## src/rtl/read_axi_buffer_pkg.sv

```systemverilog
// Shared types and AXI constants for the read_axi_buffer line/word fetch engine.
package read_axi_buffer_pkg;

  localparam int unsigned DATA_W = 32;
  localparam int unsigned ADDR_W = 32;
  localparam int unsigned LEN_W  = 8;
  localparam int unsigned SIZE_W = 3;

  typedef enum logic [1:0] {
    ST_IDLE      = 2'd0,
    ST_WAIT_ADDR = 2'd1,
    ST_WAIT_DATA = 2'd2,
    ST_DONE      = 2'd3
  } state_e;

  // Burst length codes (AXI arlen is beats-1).
  localparam logic [LEN_W-1:0] ARLEN_SINGLE = LEN_W'(0);

  localparam logic [1:0] RESP_OKAY   = 2'b00;
  localparam logic [1:0] RESP_EXOKAY = 2'b01;
  localparam logic [1:0] RESP_SLVERR = 2'b10;
  localparam logic [1:0] RESP_DECERR = 2'b11;

  typedef struct packed {
    logic              uncached;
    logic [SIZE_W-1:0] size;
    logic [ADDR_W-1:0] addr;
  } rd_req_t;

  function automatic logic resp_is_err(input logic [1:0] resp);
    case (resp)
      RESP_SLVERR, RESP_DECERR: return 1'b1;
      RESP_OKAY, RESP_EXOKAY:   return 1'b0;
      default:                  return 1'b0;
    endcase
  endfunction

endpackage

```

## src/rtl/read_axi_buffer.sv

```systemverilog
// Issues one AXI4 read per request (single beat or full line refill) and buffers the result.
// Optional macro READ_AXI_RRESP_CHECK_EN: flags SLVERR/DECERR beats in resp_err.
module read_axi_buffer
  import read_axi_buffer_pkg::*;
#(
  parameter int unsigned LINE_SIZE = 16
) (
  input  logic                   clk,
  input  logic                   rst,
  input  logic                   en,
  input  logic                   uncached,
  input  logic [ADDR_W-1:0]      addr,
  input  logic [SIZE_W-1:0]      size,
  output logic                   empty,
  output logic                   done,
  output logic [DATA_W-1:0]      rd_word,
  output logic [LINE_SIZE*8-1:0] rd_line,
  output logic                   resp_err,
  output logic [ADDR_W-1:0]      axi_araddr,
  output logic [LEN_W-1:0]       axi_arlen,
  output logic [SIZE_W-1:0]      axi_arsize,
  output logic                   axi_arvalid,
  input  logic                   axi_arready,
  input  logic [DATA_W-1:0]      axi_rdata,
  input  logic [1:0]             axi_rresp,
  input  logic                   axi_rlast,
  input  logic                   axi_rvalid,
  output logic                   axi_rready
);

  localparam int unsigned BEATS = LINE_SIZE / 4;
  localparam int unsigned CNT_W = (BEATS > 1) ? $clog2(BEATS) : 1;
  localparam logic [CNT_W-1:0] LAST_SLOT  = CNT_W'(BEATS - 1);
  localparam logic [LEN_W-1:0] LINE_ARLEN = LEN_W'(BEATS - 1);

  state_e           state_q, state_d;
  rd_req_t          req_q;
  logic [CNT_W-1:0] cnt_q;
  logic             full_q;
  logic             accept;
  logic             ar_fire;
  logic             r_fire;

  assign accept  = (state_q == ST_IDLE) && en;
  assign ar_fire = axi_arvalid && axi_arready;
  assign r_fire  = axi_rvalid && axi_rready;

  always_ff @(posedge clk or posedge rst) begin : state_reg
    if (rst) state_q <= ST_IDLE;
    else     state_q <= state_d;
  end

  always_comb begin : next_state
    state_d = state_q;
    case (state_q)
      ST_IDLE:      if (en) state_d = ST_WAIT_ADDR;
      ST_WAIT_ADDR: if (ar_fire) state_d = ST_WAIT_DATA;
      ST_WAIT_DATA: if (r_fire && axi_rlast) state_d = ST_DONE;
      ST_DONE:      state_d = ST_IDLE;
      default:      state_d = ST_IDLE;
    endcase
  end

  always_comb begin : outputs
    empty       = 1'b0;
    done        = 1'b0;
    axi_arvalid = 1'b0;
    axi_araddr  = '0;
    axi_arlen   = '0;
    axi_arsize  = '0;
    axi_rready  = 1'b0;
    case (state_q)
      ST_IDLE: empty = 1'b1;
      ST_WAIT_ADDR: begin
        axi_arvalid = 1'b1;
        axi_araddr  = req_q.addr;
        axi_arlen   = req_q.uncached ? ARLEN_SINGLE : LINE_ARLEN;
        axi_arsize  = req_q.size;
      end
      ST_WAIT_DATA: axi_rready = 1'b1;
      ST_DONE:      done = 1'b1;
      default: ;
    endcase
  end

  // Beat slot counter parks on the last slot; full_q marks that slot written so overrun beats drop.
  always_ff @(posedge clk or posedge rst) begin : datapath
    if (rst) begin
      req_q   <= '0;
      cnt_q   <= '0;
      full_q  <= 1'b0;
      rd_word <= '0;
      rd_line <= '0;
    end else if (accept) begin
      req_q   <= '{uncached: uncached, size: size, addr: addr};
      cnt_q   <= '0;
      full_q  <= 1'b0;
      rd_word <= '0;
      rd_line <= '0;
    end else if (r_fire && !full_q) begin
      rd_line[DATA_W*cnt_q +: DATA_W] <= axi_rdata;
      if (cnt_q == '0) rd_word <= axi_rdata;
      if (cnt_q == LAST_SLOT) full_q <= 1'b1;
      else                    cnt_q  <= cnt_q + CNT_W'(1);
    end
  end

`ifdef READ_AXI_RRESP_CHECK_EN
  always_ff @(posedge clk or posedge rst) begin : err_flag
    if (rst)                                    resp_err <= 1'b0;
    else if (accept)                            resp_err <= 1'b0;
    else if (r_fire && resp_is_err(axi_rresp))  resp_err <= 1'b1;
  end
`else
  logic unused_rresp;
  assign unused_rresp = ^axi_rresp;
  assign resp_err     = 1'b0;
`endif

endmodule

```

## config.mk

```make
export PLATFORM = sky130hd
export DESIGN_NAME = read_axi_buffer
export DESIGN_NICKNAME = d
export VERILOG_FILES = /design/src/rtl/read_axi_buffer_pkg.sv /design/src/rtl/read_axi_buffer.sv
export SDC_FILE = /design/constraint.sdc
export NUM_CORES = 1
export LEC_CHECK = 0
export CORE_ASPECT_RATIO = 0.8
export CORE_MARGIN = 2
export CORE_UTILIZATION = 35
export DETAILED_ROUTE_END_ITERATION = 8
export PLACE_DENSITY = 0.76
export SYNTH_ARGS = -nofsm -noshare
export SYNTH_HDL_FRONTEND = slang
export SYNTH_SLANG_ARGS = --single-unit
```

## constraint.sdc

```tcl
create_clock -name clk -period 6.2 [get_ports clk]
set_input_delay 0.62 -clock clk [delete_from_list [all_inputs] [get_ports clk]]
set_output_delay 0.62 -clock clk [all_outputs]
set_load 0.005 [all_outputs]
```

==> results of run 1 <==
where the power goes:
part           internal, mW  total [mW]  leakage [nW]  switching, mW
Sequential             1.59        1.74          2.72          0.153
Combinational         0.726        1.53          2.79          0.807
Clock                 0.785        1.33         0.363          0.541
Total                  3.10        4.60          5.87           1.50
worst paths after layout:
kind / start / endpoint / cells past startpoint
max in group asynchronous: rst / rd_line[115] / 3
min: req_q[34] / req_q[34] / 2
max reg2reg: state_q[0] / rd_line[62] / 6
max: state_q[1] / axi_arlen[1] / 4
min reg2reg: req_q[34] / req_q[34] / 2
min in group asynchronous: rst / rd_line[55] / 2
placed cells by master, fill, tap and decap left out, types with 3 or more instances in the layout:
cell                              instances
sky130_fd_sc_hd__and3_1                  62
sky130_fd_sc_hd__mux2_4                   3
sky130_fd_sc_hd__ha_1                    10
sky130_fd_sc_hd__clkbuf_16               22
sky130_fd_sc_hd__buf_4                   10
sky130_fd_sc_hd__mux2_2                  60
sky130_fd_sc_hd__a21oi_1                 68
sky130_fd_sc_hd__dfrtp_1                201
sky130_fd_sc_hd__and2_1                  35
sky130_fd_sc_hd__clkbuf_1                 4
sky130_fd_sc_hd__nand2_1                237
sky130_fd_sc_hd__inv_1                    7
sky130_fd_sc_hd__conb_1                   7
sky130_fd_sc_hd__clkdlybuf4s50_1        274
sky130_fd_sc_hd__nand3_1                 67
sky130_fd_sc_hd__o21ai_0                 36
sky130_fd_sc_hd__clkinv_2                 6
sky130_fd_sc_hd__clkbuf_8                 4
per-layer routing:
layer  global-route usage  wire length (um)
met5                    0                 0
met1                0.292             12900
met4               0.0508               575
met2                0.307             12300
met3               0.0429              1730
tightest hold or removal path, stage by stage, from the launching register on:
cell and delay, ps:
sky130_fd_sc_hd__dfrtp_1 340, sky130_fd_sc_hd__nand2_1 50, sky130_fd_sc_hd__nand2_1 50
cell families (layout without fill, tap and decap cells):
kind of cell | Yosys count | count (layout)
adders and majority gates | 10 | 10
buffers and inverters | 86 | 331
muxes | 63 | 63
and+or+nand+nor | 418 | 418
AOI/OAI and AO/OA | 109 | 109
other | 1 | 7
DFF | 201 | 201
registers in the layout (all words and copies together) (netlist names):
| register | count |
|---|---|
| req_q | 36 |
| rd_line | 128 |
| full_q | 1 |
| state_q | 2 |
| rd_word | 32 |
| cnt_q | 2 |
per-stage QoR:
| step | power [mW] | utilization | hold WS (ps) |
|---|---|---|---|
| after detailed placement | 3.31 | 0.466 | 455 |
| after CTS | 4.66 | 0.495 | 471 |
| after global routing | 4.87 | 0.495 | 491 |
| after global placement | 3.26 | 0.466 | 451 |
| final | 4.60 | 0.495 | 467 |
| after floorplan | 2.55 | - | 438 |
area by class of cell:
type | count | area [um^2]
clock buffers | 30 | 621
clock inverters | 9 | 106
fillers | 2298 | 12700
inverters | 8 | 37.5
multi-input cells | 607 | 3450
flip-flops and latches | 201 | 5030
well taps | 324 | 405
repair buffers | 284 | 2820
==> results, run 1 <==
- The number of antenna violations at the first check in global routing is 1.
- The count of flip-flops with a built-in enable after synthesis is 0.
- Of the total synthesized cell area, the portion taken by XOR and XNOR cells is 0.
- For this run, the slowest stage of the critical path takes 860 ps.
- Across all register-to-register paths, the minimum setup slack is 3470 ps.
- The final route contains 7489 vias.
- The share of the synthesized area in the top cell type is 0.565.
- The tool flagged a number of max-cap violations equal to 0.
- The share of cells above drive strength 1 is 0.105.
- Dividing the final minimum period by the clock period gives 0.532.
- The first-pass detailed-route iteration total is 4.
- The per-cell via count in the routed design is 5.12.
- Clock-pin slew was measured on the worst setup and hold paths at 60 ps.
- The number of buffers inserted for hold repair after clock tree synthesis is 0.
- The clock tree from TritonCTS is done.
- The final standard cell area without fillers is 0.0125 mm^2.
- Once the clock tree was built, the resizer swapped 0 gates to a different size.
- Traced cell by cell, the critical path runs through inv_1, ha_1, nor2b_1, clkdlybuf4s50_1.
- Setup repair after global routing left no endpoint under its margin.
- The global router's overall resource usage is 0.201.
- Synthesis handed over a netlist of 888 instances.
- The cell area after technology mapping is 0.00891 mm^2.
- The hold violation total from the final report is 0.
- In this run the tightest slew margin relative to its limit is 0.183.
- The static leakage is 5.87 nW.
- For this run, the post-layout net count is 1210.
- The number of violations reported at the end of detailed-routing iteration 0 is 550.
- The final max-slew violation count came to 0.
- Of the total synthesized cell area, the portion taken by full adders, half adders and majority gates is 0.0140.
- The chip width is 182 um.
- The tree is rooted in a sky130_fd_sc_hd__clkbuf_16.
- The worst setup path is captured at a primary output.
- After synthesis, the netlist uses 34 different library cells.
- The final setup skew is 12.6 ps.
- In the post-synthesis netlist, the biggest area contributors are sky130_fd_sc_hd__dfrtp_1 56%, sky130_fd_sc_hd__nand2_1 10%, sky130_fd_sc_hd__mux2_2 7.6%, sky130_fd_sc_hd__and3_1 4.4%, sky130_fd_sc_hd__a21oi_1 3.8%.
- In this run, CTS created clock tree buffers numbering 22.
- The worst path needs 3300 ps of the cycle, external delays included.
- In the synthesized netlist the async set-or-reset flop fraction comes to 1.00.
- In the routed design, unresolved DRC markers number 0.
- The HPWL after detailed placement is 17.7 mm.
- The floorplan core area is 0.0252 mm^2.
- The sum of routed wire length over all layers is 27.4 mm.
- The critical path in this run is classified as reg2out.
- VDD sags by at most 0.221 mV.
- Summed over all instances, the cell type with the most area after synthesis is sky130_fd_sc_hd__dfrtp_1.
- The number of setup buffers added after CTS is 0.
- The run finished with clean final reports.
- The number of synthesis warnings is 0.
- The first global-routing pass estimated 42.7 mm of wire.
- After synthesis, the largest family of logic cells by area is simple AND/OR/NAND/NOR gates.
- The starting utilization of the core area is 0.354.
- Across all setup checks in the final design, the least slack found is 2900 ps.
- Of the total synthesized cell area, the portion taken by AND, OR, NAND and NOR gates is 0.222.
- The height of the die is 147 um.
- The clock drives 201 sinks.
- The via count of the first global-routing pass came to 7345.
- The power density of the placed cells is 369 mW/mm^2.
- The count of endpoints failing setup in the final report is 0.
- The global placement routability congestion is 0.763.
- The most used flip-flop cell after synthesis is sky130_fd_sc_hd__dfrtp_1.
- The kind of cell adding the most delay to the critical path is adder cells.
- The post-placement worst setup slack is 3140 ps.
- In this run the tool buffered the top-level ports with 274 buffer cells.
- The die covers 0.0267 mm^2.
- Counting instances in the post-synthesis netlist gives the leading cell types as 238 x sky130_fd_sc_hd__nand2_1, 201 x sky130_fd_sc_hd__dfrtp_1, 68 x sky130_fd_sc_hd__a21oi_1.
- The maximum number of pins on one net before global-route repair is 106.
- The sequential cell area fraction in the yosys report is 0.565.
- For the pin with the worst max-slew slack, the measured transition is 1220 ps.
- A synthesized cell averages 10.0 um^2.
- STA puts the critical path data required time at 5580 ps.
- The count of buffer and inverter cells on the critical path is 2.
- The path category of the worst min-delay check is reg2reg.
- In this run, synthesis produced a sequential element count of 201.
- Adding up every negative setup slack in the final design gives 0 ps.
- The maximum clock rate is 303 MHz.
- 0 antenna diodes ended up in the layout.
- Excluding fillers, the count of instances in the completed layout stands at 1463.
- By instance count, the leading cell after synthesis is sky130_fd_sc_hd__nand2_1.
- For the worst setup path, the data arrival time is 2680 ps.
- The worst setup path is launched from a flop.
- The number of nets with antenna violations after detailed routing is 0.
- The number of cells in the design after placement is 1424.
- The H-tree depth reported by CTS is 1.
- The synthesis-to-finish area growth is 39.9%.
- The worst-path maximum fanout is 38.
- In this run the core area contains 52 standard-cell rows.
- The routed length per placed instance is 18.7 um.
- The share of synthesized area spent on multiplexers is 0.0809.
- The share of the synthesized area in compound gates (AO/OA/AOI/OAI) is 0.0649.
- The remaining global-route overflow is 0.
- At the later pin of the worst-skew pair, clock insertion delay measures 510 ps.
- The number of buffers on the longest clock path is 3.
- The highest-delay cell along the critical path is sky130_fd_sc_hd__ha_1.
- Summing all placed instances gives a cell area of 0.0117 mm^2.
- In this run the count of I/O pins placed on the die edge is 284.
Note: power is estimated with default switching activity, not from simulation.
==> inputs of run 2 (changes only) <==
PLACE_DENSITY = 0.73   (was 0.76)
clock period = 3.5 ns   (was 6.2 ns; I/O delays follow)
==> results, run 2 (synthesis results as in run 1) <==
- The run finished with clean final reports.
- The final worst setup slack is 428 ps (-2470 ps).
- The H-tree depth reported by CTS was 1 (unchanged).
- The clock network latency to the later pin of the worst-skew pair was 510 ps (about the same).
- The wire length of the first global-routing pass came to 42.9 mm (+0.47%).
- The hold slack is 368 ps (-99.1 ps).
- The endpoint required time on the critical path is 3150 ps (-2430 ps).
- The worst setup path is launched from a flop.
- The row count is 52 (unchanged).
- The most common cell after layout, fill and taps aside is sky130_fd_sc_hd__clkdlybuf4s50_1.
- The number of buffers inserted to repair setup after CTS was 0 (unchanged).
- The transition time at the pin with the least slew margin came to 1140 ps (-79.0 ps).
- The switching part of the total was 0.322 (-0.00380).
- The via count of the first global-routing pass is 7219 (-1.7%).
- The first-pass detailed-route iteration total is 5 (+1).
- The global router's overall resource usage is 0.203 (+0.00150).
- The routed length per placed instance is 18.7 um (-0.17%).
- The count of endpoints failing setup in the final report is 0 (unchanged).
- The global placement routability congestion came to 0.768 (+0.69%).
- The I/O pin count is 284 (unchanged).
- The number of antenna violations at the first check in global routing is 0 (-1).
- The worst path arrival time is 2720 ps (+40 ps).
- The number of buffers on the longest clock path is 3 (unchanged).
- The power density of the placed cells is 652 mW/mm^2 (+77%).
- The full die area is 0.0267 mm^2 (unchanged).
- The quantity of gates resized following cts is 0 (unchanged).
- The number of nets with antenna violations after detailed routing was 0 (unchanged).
- Clock tree synthesis selected as its root buffer the cell sky130_fd_sc_hd__clkbuf_16.
- The internal power was 5.56 mW (+79%).
- The final max-slew violation count is 0 (unchanged).
- The signal on the critical path passes through inv_1, ha_1, nor2b_1, clkdlybuf4s50_1.
- The largest registers in the layout are rd_line x128, req_q x36, rd_word x32.
- The sum of routed wire length over all layers is 27.5 mm (+0.24%).
- The post-DP HPWL is 18.0 mm (+1.7%).
- The final setup skew is 16.4 ps (+3.88 ps).
- The worst slew margin relative to its limit was 0.238 (+0.0557).
- For this design, the slowest cell found on the critical path is sky130_fd_sc_hd__ha_1.
- The logic gate share of total power came to 0.336 (+0.003).
- The worst vdd rail ir drop was 0.520 mV (+140%).
- The chip width is 182 um (unchanged).
- The register share of total power is 0.377 (-0.002).
- The per-cell via count in the routed design is 5.00 (-2.4%).
- The type of the worst setup path is reg2out.
- The share of cells above drive strength 1 was 0.109 (+0.00381).
- Static timing analysis puts the maximum clock frequency at 325 MHz.
- The net switching component of the power was 2.65 mW (+76%).
- The remaining global-route overflow is 0 (unchanged).
- The maximum number of pins on one net before global-route repair is 93 (-12%).
- The number of flip-flops in the largest register came to 128 (unchanged).
- The antenna diode count is 0 (unchanged).
- The total of buffers placed on input and output ports is 274 (unchanged).
- The top cell types in the final layout, fill and taps aside, are 274 x sky130_fd_sc_hd__clkdlybuf4s50_1, 237 x sky130_fd_sc_hd__nand2_1, 201 x sky130_fd_sc_hd__dfrtp_1.
- The number of buffers inserted for hold repair after clock tree synthesis is 0 (unchanged).
- The static leakage was 5.91 nW (+0.79%).
- The clock-pin slew on the worst setup and hold paths is 60 ps (about the same).
- The path category of the worst min-delay check is in2async.
- The total negative setup slack came to 0 ps (unchanged).
- The max-cap check violation count came to 0 (unchanged).
- The number of clock sinks seen by CTS is 201 (unchanged).
- The floorplan core area is 0.0252 mm^2 (unchanged).
- TritonCTS built the clock tree.
- The worst-path maximum fanout is 38 (unchanged).
- The top register by number of flip-flops is rd_line.
- The category of the worst setup path capture point is a primary output.
- The number of cells in the design after placement is 1428 (+0.28%).
- The clock period minus final worst setup slack is 3070 ps.
- The hold violation total from the final report is 0 (unchanged).
- Setup repair after global routing left no endpoint under its margin.
- The height of the die is 147 um (unchanged).
- The post-route fraction of the period consumed by the critical path is 0.878.
- The peak per-stage delay on the critical path is 910 ps (+50 ps).
- The number of violations reported at the end of detailed-routing iteration 0 is 491 (-11%).
- The clock network power share is 0.288 (about the same).
- Compared with the post-synthesis result, the final layout area differs by 41.3%.
- The DRC violations left is 0 (unchanged).
- The number of buffers inserted during clock tree synthesis is 23 (+4.5%).
- The count of nets after finishing came to 1215 (+0.41%).
- The number of vias after detailed routing is 7343 (-1.9%).
- The post-placement worst setup slack is 937 ps (-2210 ps).
- The starting utilization of the core area is 0.354 (unchanged).
- The number of cells in the finished layout apart from fillers is 1469 (+0.41%).
## run 2: cell type report
class | instances | area (um^2)
clock buffers | 34 | 677
clock inverters | 7 | 67.6
fillers | 2273 | 12600
inverters | 8 | 33.8
multi-input cells | 607 | 3450
flip-flops and latches | 201 | 5030
well taps | 324 | 405
repair buffers | 288 | 2920
## run 2: power groups by stage
stage               Combinational [mW]  Clock (mW)  Sequential [mW]
finish                            2.75        2.36             3.09
global route                      3.02        2.51             3.16
CTS                               2.79        2.42             3.09
detailed placement                2.78           0             3.13
global placement                  2.74           0             3.10
floorplan                         1.42           0             3.10
## run 2: critical path, delay by kind of cell (launching register included)
kind / cells / cell delay (ps)
adder cells (fa/ha/maj): 1 / 910
buffers and inverters: 2 / 630
flip-flops: 1 / 410
AND/OR/NAND/NOR: 1 / 270
## run 2: per-layer routing
| metal | global-route usage | part of all wire | up-vias |
|---|---|---|---|
| li1 | - | - | 3431 |
| met2 | 0.316 | 0.46 | 230 |
| met5 | 0 | 0 | - |
| met1 | 0.288 | 0.46 | 3649 |
| met4 | 0.0395 | 0.017 | 0 |
| met3 | 0.0506 | 0.070 | 33 |
## run 2: worst paths after layout
path | slack (ps) | end | cells after the start | from
max | 430 | axi_arlen[1] | 4 | state_q[1]
max in group asynchronous | 2560 | rd_line[106] | 3 | rst
min reg2reg | 470 | req_q[14] | 2 | req_q[14]
min in group clk | 370 | req_q[20] | 3 | addr[20]
max reg2reg | 1070 | rd_line[62] | 6 | cnt_q[0]
min | 370 | rd_line[87] | 3 | rst
## run 2: per-stage QoR
step           power, mW   util  cell area [um^2]
2_1_floorplan       4.52      -              8930
3_3_place_gp        5.84  0.470             11800
3_5_place_dp        5.91  0.470             11800
4_1_cts             8.31  0.500             12600
5_1_grt             8.69  0.500             12600
6_report            8.21  0.500             12600
==> inputs of run 3 (changes only) <==
PLACE_DENSITY = unset   (was 0.73)
PLACE_DENSITY_LB_ADDON = 0.3   (was unset)
SETUP_SLACK_MARGIN = 0.2   (was unset)
==> results, run 3 (synthesis results as in run 1) <==
- The antenna diode count came to 0 (unchanged).
- Setup repair after global routing left no endpoint under its margin.
- The startpoint class of the critical path is a flop.
- The post-DP HPWL was 18.2 mm (+1.3%).
- The core utilization of the finished layout was 0.497 (-0.00268).
- The height of the die is 147 um (unchanged).
- The number of buffers inserted during clock tree synthesis is 23 (unchanged).
- The per-cell via count in the routed design is 5.04 (+0.83%).
- The number of clock sinks seen by CTS was 201 (unchanged).
- The type of the worst setup path is reg2reg.
- The number of antenna violations at the first check in global routing is 0 (unchanged).
- The number of flip-flops in the largest register is 128 (unchanged).
- The clock network latency to the later pin of the worst-skew pair is 500 ps (about the same).
- The static leakage is 5.89 nW (-0.45%).
- The maximum number of pins on one net before global-route repair is 135 (+45%).
- The worst setup path is captured at a flop.
- The full die area is 0.0267 mm^2 (unchanged).
- The routed length per placed instance was 18.9 um (+1.1%).
- The switching part of the total was 0.327 (+0.00475).
- The clock tree from TritonCTS is done.
- The number of buffers inserted to repair setup after CTS came to 0 (unchanged).
- The register share of total power is 0.380 (+0.003).
- The worst vdd rail ir drop is 0.328 mV (-37%).
- The hold violation total from the final report is 0 (unchanged).
- The worst-path maximum fanout is 22 (-42%).
- The most common cell after layout, fill and taps aside is sky130_fd_sc_hd__clkdlybuf4s50_1.
- The starting utilization of the core area was 0.354 (unchanged).
- The max-cap check violation count was 0 (unchanged).
- The number of nets with antenna violations after detailed routing is 0 (unchanged).
- The floorplan core area is 0.0252 mm^2 (unchanged).
- The wire length of the first global-routing pass is 43.2 mm (+0.76%).
- The row count is 52 (unchanged).
- The clock period minus final worst setup slack came to 2670 ps (-399 ps).
- The first-pass detailed-route iteration total is 4 (-1).
- The DRC violations left is 0 (unchanged).
- The number of violations reported at the end of detailed-routing iteration 0 is 499 (+1.6%).
- The clock network power share was 0.283 (-0.005).
- The final standard cell area without fillers is 0.0125 mm^2 (-0.54%).
- Ranked by flip-flop count, first place goes to rd_line.
- Clock tree synthesis selected as its root buffer the cell sky130_fd_sc_hd__clkbuf_16.
- The clock-pin slew on the worst setup and hold paths was 60 ps (about the same).
- The total negative setup slack is 0 ps (unchanged).
- The tightest min-delay check is of the in2async type.
- The total of buffers placed on input and output ports came to 274 (unchanged).
- Walking the worst path, the cells encountered are inv_1, ha_1, nand3b_4, o21ai_4, buf_4, mux2_2.
- The post-route fraction of the period consumed by the critical path is 0.764 (-0.114).
- The maximum clock rate came to 374 MHz (+15%).
- The global placement routability congestion is 0.763 (-0.68%).
- The I/O pin count came to 284 (unchanged).
- The via count of the first global-routing pass is 7423 (+2.8%).
- The H-tree depth reported by CTS is 1 (unchanged).
- The transition time at the pin with the least slew margin came to 912 ps (-231 ps).
- The quantity of gates resized following cts is 0 (unchanged).
- The count of nets after finishing was 1215 (unchanged).
- The number of buffers on the longest clock path was 3 (unchanged).
- The worst path arrival time came to 3060 ps (+340 ps).
- The largest registers in the layout are rd_line x128, req_q x36, rd_word x32.
- The global router's overall resource usage is 0.204 (+0.00142).
- The chip width came to 182 um (unchanged).
- The count of endpoints failing setup in the final report was 0 (unchanged).
- The number of buffers inserted for hold repair after clock tree synthesis came to 0 (unchanged).
- The run finished with clean final reports.
- The endpoint required time on the critical path is 3890 ps (+740 ps).
- The final setup skew was 5.54 ps (-10.9 ps).
- The remaining global-route overflow is 0 (unchanged).
- The number of vias after detailed routing was 7389 (+0.63%).
- The power density of the placed cells is 650 mW/mm^2 (-0.39%).
- The final max-slew violation count was 0 (unchanged).
- The peak per-stage delay on the critical path is 740 ps (-170 ps).
- The share of cells above drive strength 1 is 0.107 (-0.00234).
- The worst slew margin relative to its limit came to 0.390 (+0.151).
- The logic gate share of total power is 0.337 (about the same).
- The highest-delay cell along the critical path is sky130_fd_sc_hd__o21ai_4.
- The total of fill cells in the finished design came to 2320 (+2.1%).
- The synthesis-to-finish area growth is 40.5%.
- The net switching component of the power is 2.66 mW (+0.54%).
- The library cells used most frequently in the layout, excluding fill and tap cells, are 274 x sky130_fd_sc_hd__clkdlybuf4s50_1, 237 x sky130_fd_sc_hd__nand2_1, 201 x sky130_fd_sc_hd__dfrtp_1.
- The internal power is 5.47 mW (-1.6%).
- The area after detailed placement was 0.0118 mm^2 (-0.21%).
- The sum of routed wire length over all layers is 27.8 mm (+0.92%).
## run 3: final timing paths
check,from,end,slack [ps],depth (start not counted)
setup / recovery,state_q[0],rd_line[96],830,6
hold / removal,rst,rd_line[122],270,2
setup reg to reg,state_q[0],rd_line[96],830,6
hold reg to reg,req_q[22],req_q[22],470,2
max in group asynchronous,rst,rd_line[37],2260,3
min in group clk,addr[20],req_q[20],370,3
## run 3: layout make-up
| cell class | instances | area (um^2) | share of cell area |
|---|---|---|---|
| clock inverters | 7 | 66.3 | 0.00530 |
| clock buffers | 31 | 636 | 0.0508 |
| well taps | 324 | 405 | 0.0324 |
| inverters | 8 | 33.8 | 0.00270 |
| repair buffers | 288 | 2900 | 0.232 |
| flip-flops and latches | 201 | 5030 | 0.402 |
| multi-input cells | 607 | 3450 | 0.275 |
## run 3: routing by layer
| layer | vias to the layer above | share of wire | track usage |
|---|---|---|---|
| met5 | - | 0 | 0 |
| met4 | 0 | 0.018 | 0.0359 |
| met3 | 40 | 0.067 | 0.0459 |
| met2 | 230 | 0.45 | 0.323 |
| met1 | 3695 | 0.46 | 0.291 |
| li1 | 3424 | - | - |
## run 3: power by group through the flow
stage	Sequential [mW]	Combinational [mW]	Clock (mW)
after CTS	3.09	2.79	2.36
after global routing	3.15	3.02	2.45
after floorplan	3.10	1.42	0
after global placement	3.10	2.74	0
after detailed placement	3.12	2.78	0
final	3.09	2.74	2.30
## run 3: through the flow
stage	total power, mW	hold slack [ps]	setup slack, ps	cells
6_report	8.13	274	827	1466
5_1_grt	8.61	311	637	1466
4_1_cts	8.24	282	821	1466
3_5_place_dp	5.91	456	711	1428
3_3_place_gp	5.84	451	757	1428
2_1_floorplan	4.52	438	548	894
## run 3: worst max-delay path: cells and delay by family (launching register included)
kind	cells	cell delay, ps
compound gates	1	740
buf+inv	2	460
flops	1	410
fa+ha+maj	1	390
mux	1	350
simple gates	1	200
